### config.mk
export PLATFORM = sky130hd
export DESIGN_NAME = priority_enc4_2_beh_ifelse
export DESIGN_NICKNAME = d
export VERILOG_FILES = /design/src/rtl/priority_enc4_2_beh_ifelse.sv
export SDC_FILE = /design/constraint.sdc
export NUM_CORES = 1
export LEC_CHECK = 0
export BUFFER_PORTS_ARGS = -buffer_cell sky130_fd_sc_hd__clkbuf_2
export CORE_AREA = 2 2 39 41
export CTS_CLUSTER_DIAMETER = 50
export DETAILED_ROUTE_END_ITERATION = 10
export DIE_AREA = 0 0 41 43
export PLACE_DENSITY_LB_ADDON = 0.15
export SYNTH_ARGS = -nofsm -noshare
export SYNTH_HDL_FRONTEND = slang
export SYNTH_SLANG_ARGS = --single-unit
### constraint.sdc
create_clock -name clk -period 1 [get_ports clk]
set_clock_uncertainty 0.2 [all_clocks]
set_input_delay 0.15 -clock clk [delete_from_list [all_inputs] [get_ports clk]]
set_output_delay 0.15 -clock clk [all_outputs]
set_load 0.05 [all_outputs]
### src/rtl/priority_enc4_2_beh_ifelse.sv
// 4-to-2 priority encoder with registered outputs.
// I3 has the highest priority and I0 the lowest. The encoded index and the
// valid flag are captured on every rising clk edge, so results appear one
// cycle after the inputs are sampled. No input reaches an output without
// passing through a flop.
module priority_enc4_2_beh_ifelse (
  input  logic clk,
  input  logic rst,
  input  logic en,
  input  logic I3,
  input  logic I2,
  input  logic I1,
  input  logic I0,
  output logic O1,
  output logic O0,
  output logic V
);

  logic [1:0] idx_d;
  logic [1:0] idx_q;
  logic       valid_d;
  logic       valid_q;

  // Priority chain: the first asserted line, starting from I3, wins.
  // Both the disabled case and the no-request case encode 2'b00 with valid low.
  always_comb begin
    idx_d   = 2'b00;
    valid_d = 1'b0;
    if (en) begin
      if (I3) begin
        idx_d   = 2'b11;
        valid_d = 1'b1;
      end else if (I2) begin
        idx_d   = 2'b10;
        valid_d = 1'b1;
      end else if (I1) begin
        idx_d   = 2'b01;
        valid_d = 1'b1;
      end else if (I0) begin
        idx_d   = 2'b00;
        valid_d = 1'b1;
      end
    end
  end

  // Output registers: reset overrides every other input; otherwise they update every cycle.
  always_ff @(posedge clk) begin
    if (rst) begin
      idx_q   <= 2'b00;
      valid_q <= 1'b0;
    end else begin
      idx_q   <= idx_d;
      valid_q <= valid_d;
    end
  end

  assign O1 = idx_q[1];
  assign O0 = idx_q[0];
  assign V  = valid_q;

endmodule

==> results of run 1 <==
==> worst max path at each step <==
stage | start | to | slack (ns) | cells after the start
finish | idx_q[1]$_SDFF_PP0_ | O1 | -0.04 | 1
floorplan | idx_q[0]$_SDFF_PP0_ | O0 | 0.06 | 0
CTS | idx_q[1]$_SDFF_PP0_ | O1 | -0.08 | 1
global route | V$_SDFF_PP0_ | V | -0.06 | 1
global placement | V$_SDFF_PP0_ | V | 0.1 | 1
detailed placement | V$_SDFF_PP0_ | V | 0.09 | 1
==> timing repair <==
item	4_1_cts	5_1_grt
resized for setup	8	4
gates cloned	0	0
endpoints found under the setup margin	3	3
pin swaps	0	0
endpoints found under the hold margin	3	3
==> final cells by class <==
| class | instances | area [µm²] | share of cell area |
|---|---|---|---|
| multi-input combinational | 7 | 45.0 | 0.185 |
| timing repair buffer | 10 | 85.1 | 0.349 |
| inverter | 1 | 3.75 | 0.0154 |
| sequential | 3 | 63.8 | 0.262 |
| tap | 16 | 20.0 | 0.0821 |
| clock buffer | 4 | 26.3 | 0.108 |
==> synth_stat cells <==
cell type,count,area (µm²)
a21oi_1,1,5.00
a21oi_2,1,8.76
dfxtp_1,3,60.1
inv_1,1,3.75
nand2b_1,1,6.26
nand2b_4,1,13.8
nor2_1,3,11.3
==> power breakdown <==
group | internal (mW) | switching (mW)
Combinational | 0.0353 | 0.0370
Clock | 0.149 | 0.0613
Sequential | 0.128 | 0.00386
==> cell families after synthesis <==
kind of cell    Yosys count  synth area share
simple gates              5             0.287
compound gates            2             0.126
flops                     3             0.552
buf+inv                   1            0.0344
==> through the flow <==
step / instance area (µm²) / total power [mW] / cells
after detailed placement: 174 / 0.187 / 36
final: 244 / 0.415 / 41
after global routing: 244 / 0.435 / 41
after global placement: 174 / 0.187 / 36
after floorplan: 109 / 0.166 / 11
after CTS: 239 / 0.427 / 41
==> layout by cell type, fill, tap and decap left out <==
cell           n
a21oi_1        1
a21oi_2        1
buf_8          3
clkbuf_1       1
clkbuf_2       6
clkbuf_4       3
dfxtp_2        3
dlygate4sd3_1  1
inv_1          1
nand2b_1       1
nand2b_4       1
nor2_1         3
==> registers in the layout, summed over array words and instances, names as in the netlist <==
name   cells
idx_q      2
V          1
==> layer usage <==
metal	global-route usage	vias up
met5	0	-
met3	0.0157	0
met2	0.0406	8
li1	-	61
met1	0.0383	44
met4	0.0800	0
==> impl_metrics.csv, run 1 <==
group,metric,value,unit
power,power.density,1700,nW/µm²
global_route,grt_pass1_wl,393,µm
logic_synthesis,yosys_warnings,0,
timing,finalSetupViolations,3,
clocking,htree_levels,1,
place,place_congestion,0.588,
status,violations,"hold timing, setup timing",
clocking,cts_num_sinks,3,
routing,routed_wl,248,µm
min_path,hp-start,"I2",
floorplan,die_y,43,µm
global_route,grt_pass1_vias,119,
clocking,cts_tree,"built",
timing,worst_pin_slew,0.144,ns
clocking,post_cts_buffers,0,
logic_synthesis,seq_area_frac_synth,0.552,
global_route,antenna_found_initial,0,
floorplan,die_w,41,µm
final_layout,drive_above_1_share,0.680,
clocking,cts_buffers,3,
floorplan,pin_count,10,
critical_path,slowest_stage,"dfxtp_2",
routing,first_pass_iters,3,
clocking,clockBufferDepth,2,
global_route,overflow,0,
timing,hold_viol_final,3,
clocking,path_clk_slew,0.04,ns
routing,drt-met1-wl,93,µm
flow_run,drv_cap,0,
global_route,grt_usage,0.0401,
status,status,"complete, but fails checks",
logic_synthesis,ys_ff_latch,3,
critical_path,critPathKind,"reg2out",
timing,slew_headroom,0.903,
timing,hold_ws,-0.0421,ns
clocking,root_buffer,"clkbuf_4",
timing,min_period_over_period,1.04,
final_layout,num_antenna_cells,0,
routing,highest_layer,"met3",
critical_path,critPathMaxFanout,1,
clocking,cts_hold_buffers,1,
floorplan,rows,14,
timing,fin_setup_tns,-0.113,ns
final_layout,final_util,0.176,
final_layout,fillers,160,
logic_synthesis,synth.cell_area,109,µm²
logic_synthesis,synth.net_count,18,
routing,wl_met2,109,µm
routing,drt-vias-per-instance,2.76,
timing,layout_setup_ws,-0.0390,ns
place,post-place-ws,0.0934,ns
critical_path,crit_path_end_kind,"output port",
routing,ant_nets,0,
critical_path,slowest_delay,0.32,ns
place,io_buffer_count,9,
critical_path,path_delay_family,"flip-flops",
routing,drc_errors,0,
power,peakVddDrop,0.225,mV
critical_path,crit_chain,"buf_8",
min_path,min_to,"idx_q[1]$_SDFF_PP0_",
floorplan,start_util,0.0787,
logic_synthesis,syn_inst,11,
logic_synthesis,ys_types,7,
floorplan,die-area,1760,µm²
critical_path,path_buf_inv,1,
min_path,worstHoldPathCells,3,
floorplan,core-area,1380,µm²
routing,first_iter_violations,2,
routing,vias,113,
critical_path,start_kind,"flop",
timing,period_needed,1.04,ns
routing,wl_per_cell,6.05,µm
logic_synthesis,synth.avg_cell_area,9.90,µm²
critical_path,crit_required,0.65,ns
routing,route.met3.wl,46,µm
critical_path,crit_arrival,0.69,ns
final_layout,area_growth,124,%
min_path,worstHoldPathType,"in2reg",
timing,max_freq,962,MHz
power,leakagePower,0.117,nW
final_layout,finalNetCount,33,
global_route,grt_max_degree,4,
timing,rsz0062_at_grt,"true",
timing,report.final.slew_viol_count,0,
Note: power is estimated with default switching activity, not from simulation.
==> inputs of run 2 (changes only) <==
Settings changed: ABC_AREA set to 1.
==> run 2 against run 1 <==
  * The flow still finishes with violations (hold timing, setup timing)
  * Core utilization is 1.1 points higher
  * Setup slack got worse by 0.021 ns
  * Total power rose by 5.3%
  * Sequential cell count unchanged
  * Via count grew 26%
  * Sequential share of layout area decreased by 1.5 points
  * First-iteration DRC count down 50%
==> impl_metrics.csv, run 2 <==
group,metric,value,unit
status,status,"complete, but fails checks",
status,violations,"hold timing, setup timing",
critical_path,slowest_stage,"dfxtp_2",
final_layout,num_antenna_cells,0,
clocking,cts_num_sinks,3,
logic_synthesis,yosys_warnings,0,
routing,drt-vias-per-instance,2.96,
floorplan,die_w,41,µm
critical_path,critPathMaxFanout,1,
power,power_frac_comb,0.195,
critical_path,crit_arrival,0.71,ns
critical_path,critPathKind,"reg2out",
critical_path,crit_path_end,"V",
floorplan,core-area,1380,µm²
final_layout,final_cell_mix,"inv_1, nand2_1, clkbuf_2",
final_layout,final_cell_area,259,µm²
global_route,grt_pass1_wl,531,µm
timing,rsz0062_at_grt,"true",
global_route,grt_max_degree,3,
critical_path,path_buf_inv,1,
clocking,cts_tree,"built",
final_layout,largest_register,"idx_q",
global_route,grtUsageMet1,0.0541,
power,p_int,0.320,mW
power,seqPwrFrac,0.307,
critical_path,slowest_delay,0.32,ns
floorplan,pin_count,10,
logic_synthesis,synth.area.top_cells,"dfxtp_1, inv_1, nand2_1, nor2_2, a21oi_1",
final_layout,drive_above_1_share,0.500,
logic_synthesis,ys_types,5,
critical_path,start_kind,"flop",
clocking,cts_buffers,3,
routing,routed_wl,316,µm
place,dpl_cell_area,189,µm²
logic_synthesis,synth.cell_area,124,µm²
power,p_clk_frac,0.497,
routing,vias,142,
logic_synthesis,seq_area_frac_synth,0.485,
global_route,overflow,0,
global_route,grt_pass1_vias,140,
floorplan,rows,14,
routing,wl_per_cell,6.58,µm
final_layout,largest_register_ffs,2,
global_route,grt.busiest_layer,"met3",
timing,hold_ws,-0.0524,ns
final_layout,finalNetCount,40,
critical_path,cp.depth,1,
routing,first_iter_violations,1,
logic_synthesis,syn_inst,19,
clocking,htree_levels,1,
logic_synthesis,synth.net_count,26,
power,power.density,1690,nW/µm²
critical_path,path_delay_family,"flip-flops",
min_path,worstHoldPathType,"in2reg",
final_layout,seq_area,63.8,µm²
routing,drc_errors,0,
routing,first_pass_iters,2,
flow_run,drv_cap,0,
timing,period_needed,1.06,ns
power,p_sw,0.118,mW
timing,layout_setup_ws,-0.0598,ns
place,post-place-ws,0.0924,ns
global_route,antenna_found_initial,0,
clocking,path_clk_slew,0.04,ns
timing,max_freq,944,MHz
timing,min_period_over_period,1.06,
critical_path,crit_path_end_kind,"output port",
timing,report.final.slew_viol_count,0,
floorplan,die-area,1760,µm²
critical_path,crit_required,0.65,ns
timing,slew_headroom,0.929,
final_layout,final_util,0.187,
critical_path,critPathLaunch,"V$_SDFF_PP0_",
logic_synthesis,synth.avg_cell_area,6.52,µm²
floorplan,die_y,43,µm
logic_synthesis,synth_commonest_cells,"inv_1, nand2_1, dfxtp_1",
logic_synthesis,synth_top_cell_by_area,"dfxtp_1",
final_layout,fillers,159,
power,leakagePower,0.153,nW
final_layout,area_growth,109,%
floorplan,start_util,0.0895,
timing,hold_viol_final,2,
logic_synthesis,ys_ff_latch,3,
timing,worst_pin_slew,0.106,ns
global_route,use_met2,0.0625,
power,swShare,0.269,
routing,ant_nets,0,
logic_synthesis,synth_edf_count,0,
min_path,hp-start,"en",
clocking,root_buffer,"clkbuf_4",
place,io_buffer_count,9,
clocking,clockBufferDepth,2,
clocking,post_cts_buffers,0,
power,p_total,0.437,mW
critical_path,crit_chain,"clkbuf_16",
timing,finalSetupViolations,3,
logic_synthesis,yosys_most_used_dff,"dfxtp_1",
place,place_congestion,0.511,
global_route,grt_use_met3,0.0628,
logic_synthesis,synth_top_area_frac,0.485,
global_route,grt_usage,0.0521,
power,peakVddDrop,0.529,mV
logic_synthesis,async_reset_ff_frac,0,
final_layout,multi_input_comb_area,37.5,µm²
-- run 2: cell count changes in the layout (fill, tap and decap cells not counted), sizes merged --
| cell | previous run | this run |
|---|---|---|
| clkbuf | 10 | 11 |
| dlygate4sd3 | 1 | 0 |
| nor2 | 3 | 1 |
| buf | 3 | 2 |
| a21oi | 2 | 1 |
| inv | 1 | 7 |
| nand2 | 0 | 7 |
| nand2b | 2 | 0 |
-- run 2: cells by family after synthesis --
family / after synthesis / synth area share
compound gates: 1 / 0.0404
buf+inv: 7 / 0.212
simple gates: 8 / 0.263
flops: 3 / 0.485
-- run 2: timing repair --
action / in CTS / in global routing
resized for setup: 10 / 2
hold endpoints to repair: 3 / 1
setup endpoints to repair: 3 / 3
pin swaps: 0 / 0
-- run 2: worst min-delay path by stage --
| stage | cells after the start | end |
|---|---|---|
| finish | 3 | idx_q[0]$_SDFF_PP0_ |
| detailed placement | 3 | idx_q[0]$_SDFF_PP0_ |
| global placement | 3 | idx_q[0]$_SDFF_PP0_ |
| floorplan | 2 | idx_q[0]$_SDFF_PP0_ |
| CTS | 3 | idx_q[0]$_SDFF_PP0_ |
| global route | 3 | idx_q[0]$_SDFF_PP0_ |
-- run 2: cell type report --
cell class | instances | area share
clock buffers | 4 | 0.101
inverters | 7 | 0.101
multi-input cells | 9 | 0.145
flip-flops and latches | 3 | 0.246
well taps | 16 | 0.0773
repair buffers | 9 | 0.329
-- run 2: per-stage QoR --
stage / setup TNS [ns] / cells
2_1_floorplan: 0 / 19
3_3_place_gp: 0 / 44
3_5_place_dp: 0 / 44
4_1_cts: -0.218 / 48
5_1_grt: -0.254 / 48
6_report: -0.151 / 48
-- run 2: power by group through the flow --
stage / clock network, mW / logic [mW] / registers, mW
floorplan: 0 / 0.0148 / 0.159
global placement: 0 / 0.0630 / 0.131
detailed placement: 0 / 0.0658 / 0.132
CTS: 0.228 / 0.0841 / 0.133
global route: 0.253 / 0.0927 / 0.135
finish: 0.218 / 0.0853 / 0.134
-- run 2: tightest hold or removal path, stage by stage --
cell	delay [ns]
clkbuf_2	0.09
nand2_1	0.06
a21oi_1	0.04
-- run 2: routing by layer --
metal  wire [µm]  vias to the layer above
met5           0                        -
met4           0                        0
met3          70                        0
met2         127                       13
met1         118                       53
li1            -                       76
